==> src/rtl/exec_stage.sv <==
// ============================================================================
// exec_stage
// ----------------------------------------------------------------------------
// Execute stage of a simple in-order pipeline. It evaluates one ALU operation
// per instruction and registers the result, together with the instruction's
// bookkeeping fields, toward the memory stage.
//
// Configuration macro: EXEC_MUL_MULTICYCLE_EN
//   defined   : MUL runs on an iterative multiplier controlled by a small FSM
//               (IDLE -> BUSY -> DONE). mul_stall is raised for exactly
//               MUL_CYCLES cycles per multiply and freezes the whole pipeline.
//   undefined : MUL is a single-cycle combinational multiply, mul_stall is
//               tied low, and MUL_CYCLES has no effect.
//
// Parameters
//   MUL_CYCLES     cycles mul_stall stays high per multiply (legal 2..32)
//
// Ports
//   clock          sole clock, all state updates on the rising edge
//   reset          synchronous, active-high; overrides every stall
//   icache_stall   fetch-side stall, freezes the output register
//   dcache_stall   memory-side stall, freezes the output register
//   da_pc          PC of the decoded instruction
//   da_write_sel   destination register index
//   da_op1/op2     ALU operands
//   da_data2       store data, passed through unchanged
//   da_alu_op      0 ADD, 1 SUB, 2 AND, 3 OR, 4 XOR, 5 SLL, 6 SRL, 7 SRA,
//                  8 SLT, 9 SLTU, 10 MUL, 11..15 produce 0
//   da_is_load/da_is_store/da_is_wb   instruction class flags
//   ac_*           registered copies of the above toward the memory stage
//   mul_stall      high while a multiply is still in progress
// ============================================================================
module exec_stage #(
    parameter int MUL_CYCLES = 4
) (
    input  logic        clock,
    input  logic        reset,
    input  logic        icache_stall,
    input  logic        dcache_stall,
    input  logic [31:0] da_pc,
    input  logic [4:0]  da_write_sel,
    input  logic [31:0] da_op1,
    input  logic [31:0] da_op2,
    input  logic [31:0] da_data2,
    input  logic [3:0]  da_alu_op,
    input  logic        da_is_load,
    input  logic        da_is_store,
    input  logic        da_is_wb,
    output logic [31:0] ac_pc,
    output logic [4:0]  ac_write_sel,
    output logic [31:0] ac_alu_result,
    output logic [31:0] ac_data2,
    output logic        ac_is_load,
    output logic        ac_is_store,
    output logic        ac_is_wb,
    output logic        mul_stall
);

    // ------------------------------------------------------------------------
    // Operation codes
    // ------------------------------------------------------------------------
    localparam logic [3:0] OP_ADD  = 4'd0;
    localparam logic [3:0] OP_SUB  = 4'd1;
    localparam logic [3:0] OP_AND  = 4'd2;
    localparam logic [3:0] OP_OR   = 4'd3;
    localparam logic [3:0] OP_XOR  = 4'd4;
    localparam logic [3:0] OP_SLL  = 4'd5;
    localparam logic [3:0] OP_SRL  = 4'd6;
    localparam logic [3:0] OP_SRA  = 4'd7;
    localparam logic [3:0] OP_SLT  = 4'd8;
    localparam logic [3:0] OP_SLTU = 4'd9;
    localparam logic [3:0] OP_MUL  = 4'd10;

    logic [31:0] alu_result;
    logic [31:0] mul_result;
    logic [4:0]  shamt;
    logic        is_mul;
    logic        pipe_advance;

    // Shift amounts use only the low five bits of op2.
    assign shamt  = da_op2[4:0];
    assign is_mul = (da_alu_op == OP_MUL);

`ifdef EXEC_MUL_MULTICYCLE_EN
    // ------------------------------------------------------------------------
    // Multi-cycle multiplier
    // ------------------------------------------------------------------------
    typedef enum logic [1:0] {
        MUL_IDLE,
        MUL_BUSY,
        MUL_DONE
    } mul_state_t;

    // Counter holds MUL_CYCLES-1 at most; keep it at least one bit wide.
    localparam int CNT_W = (MUL_CYCLES > 1) ? $clog2(MUL_CYCLES) : 1;

    mul_state_t        state;
    mul_state_t        next_state;
    logic [CNT_W-1:0]  mul_count;
    logic [31:0]       mul_a;
    logic [31:0]       mul_b;
    logic [31:0]       mul_product;
    logic              mem_stall;

    assign mem_stall = icache_stall | dcache_stall;

    // State register.
    // NOTE: sequential state uses non-blocking assignments so every flop
    // samples pre-edge values regardless of process evaluation order.
    always_ff @(posedge clock) begin
        if (reset) begin
            state <= MUL_IDLE;
        end else begin
            state <= next_state;
        end
    end

    // Next-state logic. The counter runs independently of cache stalls, but
    // leaving DONE waits until the result can actually be captured downstream.
    always_comb begin
        next_state = state;
        case (state)
            MUL_IDLE: if (is_mul)                     next_state = MUL_BUSY;
            MUL_BUSY: if (mul_count == CNT_W'(1))     next_state = MUL_DONE;
            MUL_DONE: if (!mem_stall)                 next_state = MUL_IDLE;
            default:                                  next_state = MUL_IDLE;
        endcase
    end

    // Output logic. In IDLE the stall is raised combinationally on the very
    // cycle a MUL is presented, so the IDLE cycle plus MUL_CYCLES-1 BUSY
    // cycles add up to exactly MUL_CYCLES stall cycles.
    always_comb begin
        mul_stall = 1'b0;
        case (state)
            MUL_IDLE: mul_stall = is_mul;
            MUL_BUSY: mul_stall = 1'b1;
            MUL_DONE: mul_stall = 1'b0;
            default:  mul_stall = 1'b0;
        endcase
    end

    // Multiplier datapath: operand capture, countdown, product capture.
    always_ff @(posedge clock) begin
        if (reset) begin
            mul_count   <= '0;
            mul_a       <= '0;
            mul_b       <= '0;
            mul_product <= '0;
        end else begin
            case (state)
                MUL_IDLE: begin
                    if (is_mul) begin
                        mul_a     <= da_op1;
                        mul_b     <= da_op2;
                        mul_count <= CNT_W'(MUL_CYCLES - 1);
                    end
                end
                MUL_BUSY: begin
                    mul_count <= mul_count - CNT_W'(1);
                    if (mul_count == CNT_W'(1)) begin
                        mul_product <= mul_a * mul_b;
                    end
                end
                default: ;
            endcase
        end
    end

    // Only reaches the output register from DONE; in IDLE/BUSY mul_stall
    // blocks the load so the stale product is never captured.
    assign mul_result = mul_product;
`else
    // ------------------------------------------------------------------------
    // Single-cycle multiplier: low 32 bits of the product, no stall.
    // ------------------------------------------------------------------------
    logic unused_mul_cycles;

    assign mul_result        = da_op1 * da_op2;
    assign mul_stall         = 1'b0;
    assign unused_mul_cycles = (MUL_CYCLES != 0);
`endif

    // ------------------------------------------------------------------------
    // ALU
    // ------------------------------------------------------------------------
    // NOTE: the default assignment ahead of the case keeps every path driven,
    // so no latch is inferred for codes 11..15 or future additions.
    always_comb begin
        alu_result = '0;
        case (da_alu_op)
            OP_ADD:  alu_result = da_op1 + da_op2;
            OP_SUB:  alu_result = da_op1 - da_op2;
            OP_AND:  alu_result = da_op1 & da_op2;
            OP_OR:   alu_result = da_op1 | da_op2;
            OP_XOR:  alu_result = da_op1 ^ da_op2;
            OP_SLL:  alu_result = da_op1 << shamt;
            OP_SRL:  alu_result = da_op1 >> shamt;
            OP_SRA:  alu_result = $unsigned($signed(da_op1) >>> shamt);
            OP_SLT:  alu_result = {31'd0, ($signed(da_op1) < $signed(da_op2))};
            OP_SLTU: alu_result = {31'd0, (da_op1 < da_op2)};
            OP_MUL:  alu_result = mul_result;
            default: alu_result = '0;
        endcase
    end

    // ------------------------------------------------------------------------
    // Output register toward the memory stage
    // ------------------------------------------------------------------------
    assign pipe_advance = !icache_stall && !dcache_stall && !mul_stall;

    always_ff @(posedge clock) begin
        if (reset) begin
            ac_pc         <= '0;
            ac_write_sel  <= '0;
            ac_alu_result <= '0;
            ac_data2      <= '0;
            ac_is_load    <= 1'b0;
            ac_is_store   <= 1'b0;
            ac_is_wb      <= 1'b0;
        end else if (pipe_advance) begin
            ac_pc         <= da_pc;
            ac_write_sel  <= da_write_sel;
            ac_alu_result <= alu_result;
            ac_data2      <= da_data2;
            ac_is_load    <= da_is_load;
            ac_is_store   <= da_is_store;
            ac_is_wb      <= da_is_wb;
        end
    end

endmodule
==> config.mk <==
export PLATFORM = sky130hd
export DESIGN_NAME = exec_stage
export DESIGN_NICKNAME = d
export VERILOG_FILES = /design/src/rtl/exec_stage.sv
export SDC_FILE = /design/constraint.sdc
export NUM_CORES = 2
export LEC_CHECK = 0
export BUFFER_PORTS_ARGS = -buffer_cell sky130_fd_sc_hd__buf_2
export CAP_MARGIN = 10
export CORE_UTILIZATION = 30
export DETAILED_ROUTE_END_ITERATION = 8
export HOLD_SLACK_MARGIN = 0.1
export PLACE_DENSITY = 0.52
export SLEW_MARGIN = 20
export SYNTH_ARGS = -nofsm -noshare
export SYNTH_HDL_FRONTEND = slang
export SYNTH_SLANG_ARGS = --single-unit
==> constraint.sdc <==
create_clock -name clock -period 12.4 [get_ports clock]
set_clock_uncertainty 0.2 [all_clocks]
set_input_delay 2.48 -clock clock [delete_from_list [all_inputs] [get_ports clock]]
set_output_delay 2.48 -clock clock [all_outputs]
set_load 0.005 [all_outputs]
# After elaboration in Yosys (flattened, before gate mapping)
# Cells that the tools add are included.
[word_totals]
regBits = 104
word_cells = 33
[classes]
bitwise = 3
reduce_logical = 4
muxes = 1
n_addsub = 2
n_lt_le_gt_ge = 2
mul = 1
n_shift = 3
eq_ne = 10
[ops]
columns = ["operator", "count"]
rows = [
  ["$pmux W32 S11", 1],
  ["$lt A32 B32 Y1", 2],
  ["$add A32 B32 Y32", 1],
  ["$and A32 B32 Y32", 1],
  ["$mul A32 B32 Y32", 1],
  ["$or A32 B32 Y32", 1],
  ["$shl A32 B5 Y32", 1],
  ["$shr A32 B5 Y32", 1],
  ["$sshr A32 B5 Y32", 1],
  ["$sub A32 B32 Y32", 1],
  ["$xor A32 B32 Y32", 1],
  ["$eq A4 B3 Y1 const B", 4],
  ["$eq A4 B4 Y1 const B", 3],
  ["$eq A4 B2 Y1 const B", 2],
  ["$eq A4 B1 Y1 const B", 1],
  ["$logic_not A4 Y1", 1],
  ["$logic_not A1 Y1", 2],
  ["$logic_and A1 B1 Y1", 1],
]

# Longest topological paths before layout
[depth]
ltp_word = 2
mapped_depth = 30
depth_no_buf = 27

# Worst setup path after synthesis
# No wires, ideal clock.
[synth_path]
kind = "input to register"
startpoint = "input da_op2[2]"
endpoint = "register ac_alu_result[31]"
cell_stages = 28
setup_ns = 0.138
required_time_ns = 12.062
path_slack_ns = 2.087
arrival_ns = 9.975
n_path_buf = 4
path_cell_list = "clkbuf_1 > inv_1 > buf_1 > clkbuf_1 > buf_1 > nor2_1 > fa_1 > inv_1 > fa_1 > fa_1 > fa_1 > inv_1 > fa_1 > inv_1 > fa_1 > inv_1 > fa_1 > fa_1 > ha_1 > and4_1 > and2_1 > o21ai_0 > a211o_1 > a21o_1 > a311oi_1 > xnor2_1 > a221oi_1 > o221ai_1"
[synth_between]
elab_chain_cells = 2
elab_cells_between_ends = 7
[synth_lines]
columns = ["item", "line_no", "rtl"]
rows = [
  ["start, declared", "43", "input logic [31:0] da_op2,"],
  ["$mul A32 B32 Y32 (tied with other cells)", "179", "assign mul_result = da_op1 * da_op2;"],
  ["$pmux W32 S11 *", "191", "case (da_alu_op)"],
  ["end signal, assigned", "224", "ac_alu_result <= alu_result;"],
  ["end, declared", "51", "output logic [31:0] ac_alu_result,"],
]
# Mark *: on every way between the ends. The rest lies on a longest branch, timed or not.
# A chain may end at the register's enable or synchronous reset.

# Worst setup path in the final report
[layout_path]
startpoint = "input da_op1[5]"
endpoint = "register ac_alu_result[28]"
[layout_between]
elab_chain_cells = 2
elab_cells_between_ends = 7
[layout_lines]
columns = ["item", "line_no", "rtl"]
rows = [
  ["start, declared", "42", "input logic [31:0] da_op1,"],
  ["$mul A32 B32 Y32 (tied with other cells)", "179", ""],
  ["$pmux W32 S11 *", "191", ""],
]
# Marks and branches as above.

==> summary.txt <==
Outcome
  – Status: complete, no violations

Floorplan
  – Die area: 0.0902 mm^2
  – Cell Rows: 109
  – Die width: 300 um
  – Initial core utilization: 30.3%
  – Die height: 300 um
  – Core Area: 0.0882 mm^2
  – Ports: 249

Route
  – Post-route DRC: 0
  – Vias/cell: 5.52
  – Iter 0 DRT Violations: 2,823
  – DRT Pass-1 Iters: 5
  – Routed WL: 120,000 um
  – Routed vias: 25,700
  – WL/cell: 25.7 um
  – Antenna viol nets, final: 0

Finish
  – Layout cells sized above 1: 11.5%
  – Register Area: 0.00208 mm^2
  – Area grow syn2layout: 10.1%
  – Fill cells: 9,429
  – Multi-input logic area: 0.0220 mm^2
  – Nets: 4,265

Place
  – Port Buffers: 247
  – Post-DP HPWL: 92,400 um
  – Final Wtd Congestion: 1.00

Setup path
  – CP Class: in -> reg
  – Worst R2R Path Depth: 6
  – Data arrival time of the worst path: 10.87 ns
  – Worst setup SP type: input port
  – Crit path from: da_op1[5]
  – WP data required: 12.50 ns
  – CP Capture Type: flop
  – Worst R2R Setup Slack: 10.39 ns
  – Reg2reg end: ac_alu_result[28]$_SDFFE_PP0P_
  – Worst R2R Start: ac_alu_result[28]$_SDFFE_PP0P_
  – Worst-path fanout max: 18
  – CP Capture Point: ac_alu_result[28]$_SDFFE_PP0P_

STA
  – RSZ-0062 raised after global routing: no
  – Slew HR: 25.0%
  – Final setup fails: 0
  – Post-route clock period utilization: 86.8%
  – Max-slew violations: 0
  – Final hold vios: 0
  – Setup TNS: 0 ns
  – Worst-Margin Slew: 1.12 ns
  – Final min period: 10.77 ns
  – Hold slack: 0.252 ns
  – Max frequency: 0.0929 GHz

Logic synthesis
  – Asr flop ratio synth: 0%
  – Synthesized area per cell: 7.88 um^2
  – Yosys reg bits: 104
  – Sequential area share after synthesis: 7.80%
  – Synthesized cell area: 0.0267 mm^2
  – Commonest cells in the synthesized netlist: nor2_1 (501), nand2_1 (472), inv_1 (455)
  – Syn_nets: 4,160
  – Synthesis Warnings: 0
  – Top post-synthesis cells by area: fa_1 (31%), ha_1 (10%), dfxtp_1 (7.8%)
  – Post-synth EDFFs: 0
  – Synth area leader: fa_1
  – Count leader, synth: nor2_1
  – Yosys top cell area share: 30.7%
  – Cell variety after synth: 83
  – Ys flop type: dfxtp_1
  – Syn Inst Count: 3,386

Clock network
  – Clock Tree Root: clkbuf_16
  – Post-CTS Setup Inserts: 0
  – CTS H-Tree Depth: 3
  – CTS Hold Bufs: 0
  – CTS Buf Count: 9
  – Worst-skew pair later-pin latency: 0.39 ns
  – CTS tree: built
  – Clk buf depth: 2
  – CTS Sinks: 104
  – Clock Pin Slew Worst Setup and Hold Paths: 0.09 ns
  – Post-CTS resize count: 0

GRT
  – Largest net degree at the start of global routing: 91
  – Overall Global Routing Usage: 26.2%
  – First-pass GRT wire length: 174,000 um
  – Number of global-route vias before repair: 25,700
  – Initial antenna violation count: 5
  – Global route overflow: 0

Run
  – Max Cap Viol: 0

Min path
  – Hold crit path type: reg -> reg
[placed cells by master, fill, tap and decap left out, types with 7 or more instances in the layout]
| cell type | n |
|---|---|
| buf_4 | 66 |
| o31ai_1 | 18 |
| nand2b_1 | 18 |
| mux2i_1 | 64 |
| nor2b_1 | 13 |
| inv_1 | 453 |
| xnor2_1 | 79 |
| nand2_1 | 472 |
| dfxtp_1 | 104 |
| or3_1 | 12 |
| o21ai_0 | 109 |
| a221oi_1 | 32 |
| o21bai_1 | 10 |
| clkbuf_16 | 9 |
| a211oi_1 | 31 |
| nor2_1 | 500 |
| ha_1 | 220 |
| nand3_1 | 30 |
| fa_1 | 410 |
| a221o_1 | 8 |
| a31oi_1 | 22 |
| a22oi_1 | 11 |
| a21o_1 | 18 |
| o21a_1 | 13 |
| mux4_2 | 35 |
| nand4_1 | 8 |
| a21oi_1 | 224 |
| nor4_1 | 7 |
| o211ai_1 | 14 |
| clkinv_1 | 13 |
| a22o_1 | 8 |
| nor3_1 | 37 |
| o221ai_1 | 16 |
| inv_2 | 8 |
| and3_1 | 8 |
| o311ai_0 | 10 |
| o22ai_1 | 20 |
| buf_2 | 244 |
| xor2_1 | 21 |
[how the worst min path moves through the flow]
stage,start,to,slack (ns),cells after the start
3_3_place_gp,ac_alu_result[25]$_SDFFE_PP0P_,ac_alu_result[25]$_SDFFE_PP0P_,0.23,2
4_1_cts,ac_data2[13]$_SDFFE_PP0P_,ac_data2[13]$_SDFFE_PP0P_,0.25,2
5_1_grt,ac_pc[17]$_SDFFE_PP0P_,ac_pc[17]$_SDFFE_PP0P_,0.27,2
2_1_floorplan,ac_alu_result[5]$_SDFFE_PP0P_,ac_alu_result[5]$_SDFFE_PP0P_,0.25,2
3_5_place_dp,ac_pc[9]$_SDFFE_PP0P_,ac_pc[9]$_SDFFE_PP0P_,0.24,2
6_report,ac_pc[23]$_SDFFE_PP0P_,ac_pc[23]$_SDFFE_PP0P_,0.25,2
[layer usage]
metal | global-route usage [%] | part of all wire [%] | up-vias | wire length, um
li1 | - | - | 11200 | -
met1 | 34.6 | 41 | 12700 | 48600
met2 | 40.4 | 44 | 1499 | 52200
met3 | 5.73 | 10 | 322 | 12100
met4 | 13.1 | 5.7 | 2 | 6880
met5 | 0 | 0.010 | - | 12
[per-stage QoR]
step	area, um^2	std cells	setup slack (ns)	utilization [%]
global route	29400	4661	1.39	33.3
global placement	29100	4645	1.47	32.9
detailed placement	29100	4645	1.37	32.9
floorplan	26700	3386	2.09	-
finish	29400	4662	1.63	33.3
CTS	29400	4661	1.77	33.3
[worst max-delay path, cell delays in order]
cell	delay [ns]
buf_2	0.50
clkinv_1	1.07
nor2_1	0.39
fa_1	0.45
inv_1	0.08
fa_1	0.42
fa_1	0.50
inv_1	0.06
fa_1	0.47
ha_1	0.29
ha_1	0.28
inv_1	0.04
fa_1	0.47
inv_1	0.05
fa_1	0.44
ha_1	0.36
nand4_1	0.17
o31ai_1	0.69
a31oi_1	0.38
o31a_1	0.45
o21ai_0	0.24
mux2i_1	0.22
a21oi_1	0.10
a221oi_2	0.22
[state kept, by name, summed over array words and instances (netlist names)]
signal,flops
ac_alu_result,32
ac_data2,32
ac_pc,32
ac_write_sel,5
ac_is_load,1
ac_is_store,1
ac_is_wb,1
[final cells by class]
type	instances	area share, %
clock buffer	9	0.766
antenna	1	0.00852
inverter	474	6.05
sequential	104	7.09
multi-input combinational	2592	75.0
clock inverter	7	0.319
tap	1165	4.96
timing repair buffer	310	5.84
[cells by family after synthesis]
logic type	Yosys count	synth area share, %
simple gates	1130	17.1
buf+inv	690	9.83
fa+ha+maj	630	41.1
compound gates	628	15.4
flops	104	7.80
mux	103	5.52
xor+xnor	100	3.28
other cells	1	0.0140
Power is not shown: default switching activity piles up to over one toggle a cycle in this logic, so the estimate is an artifact.
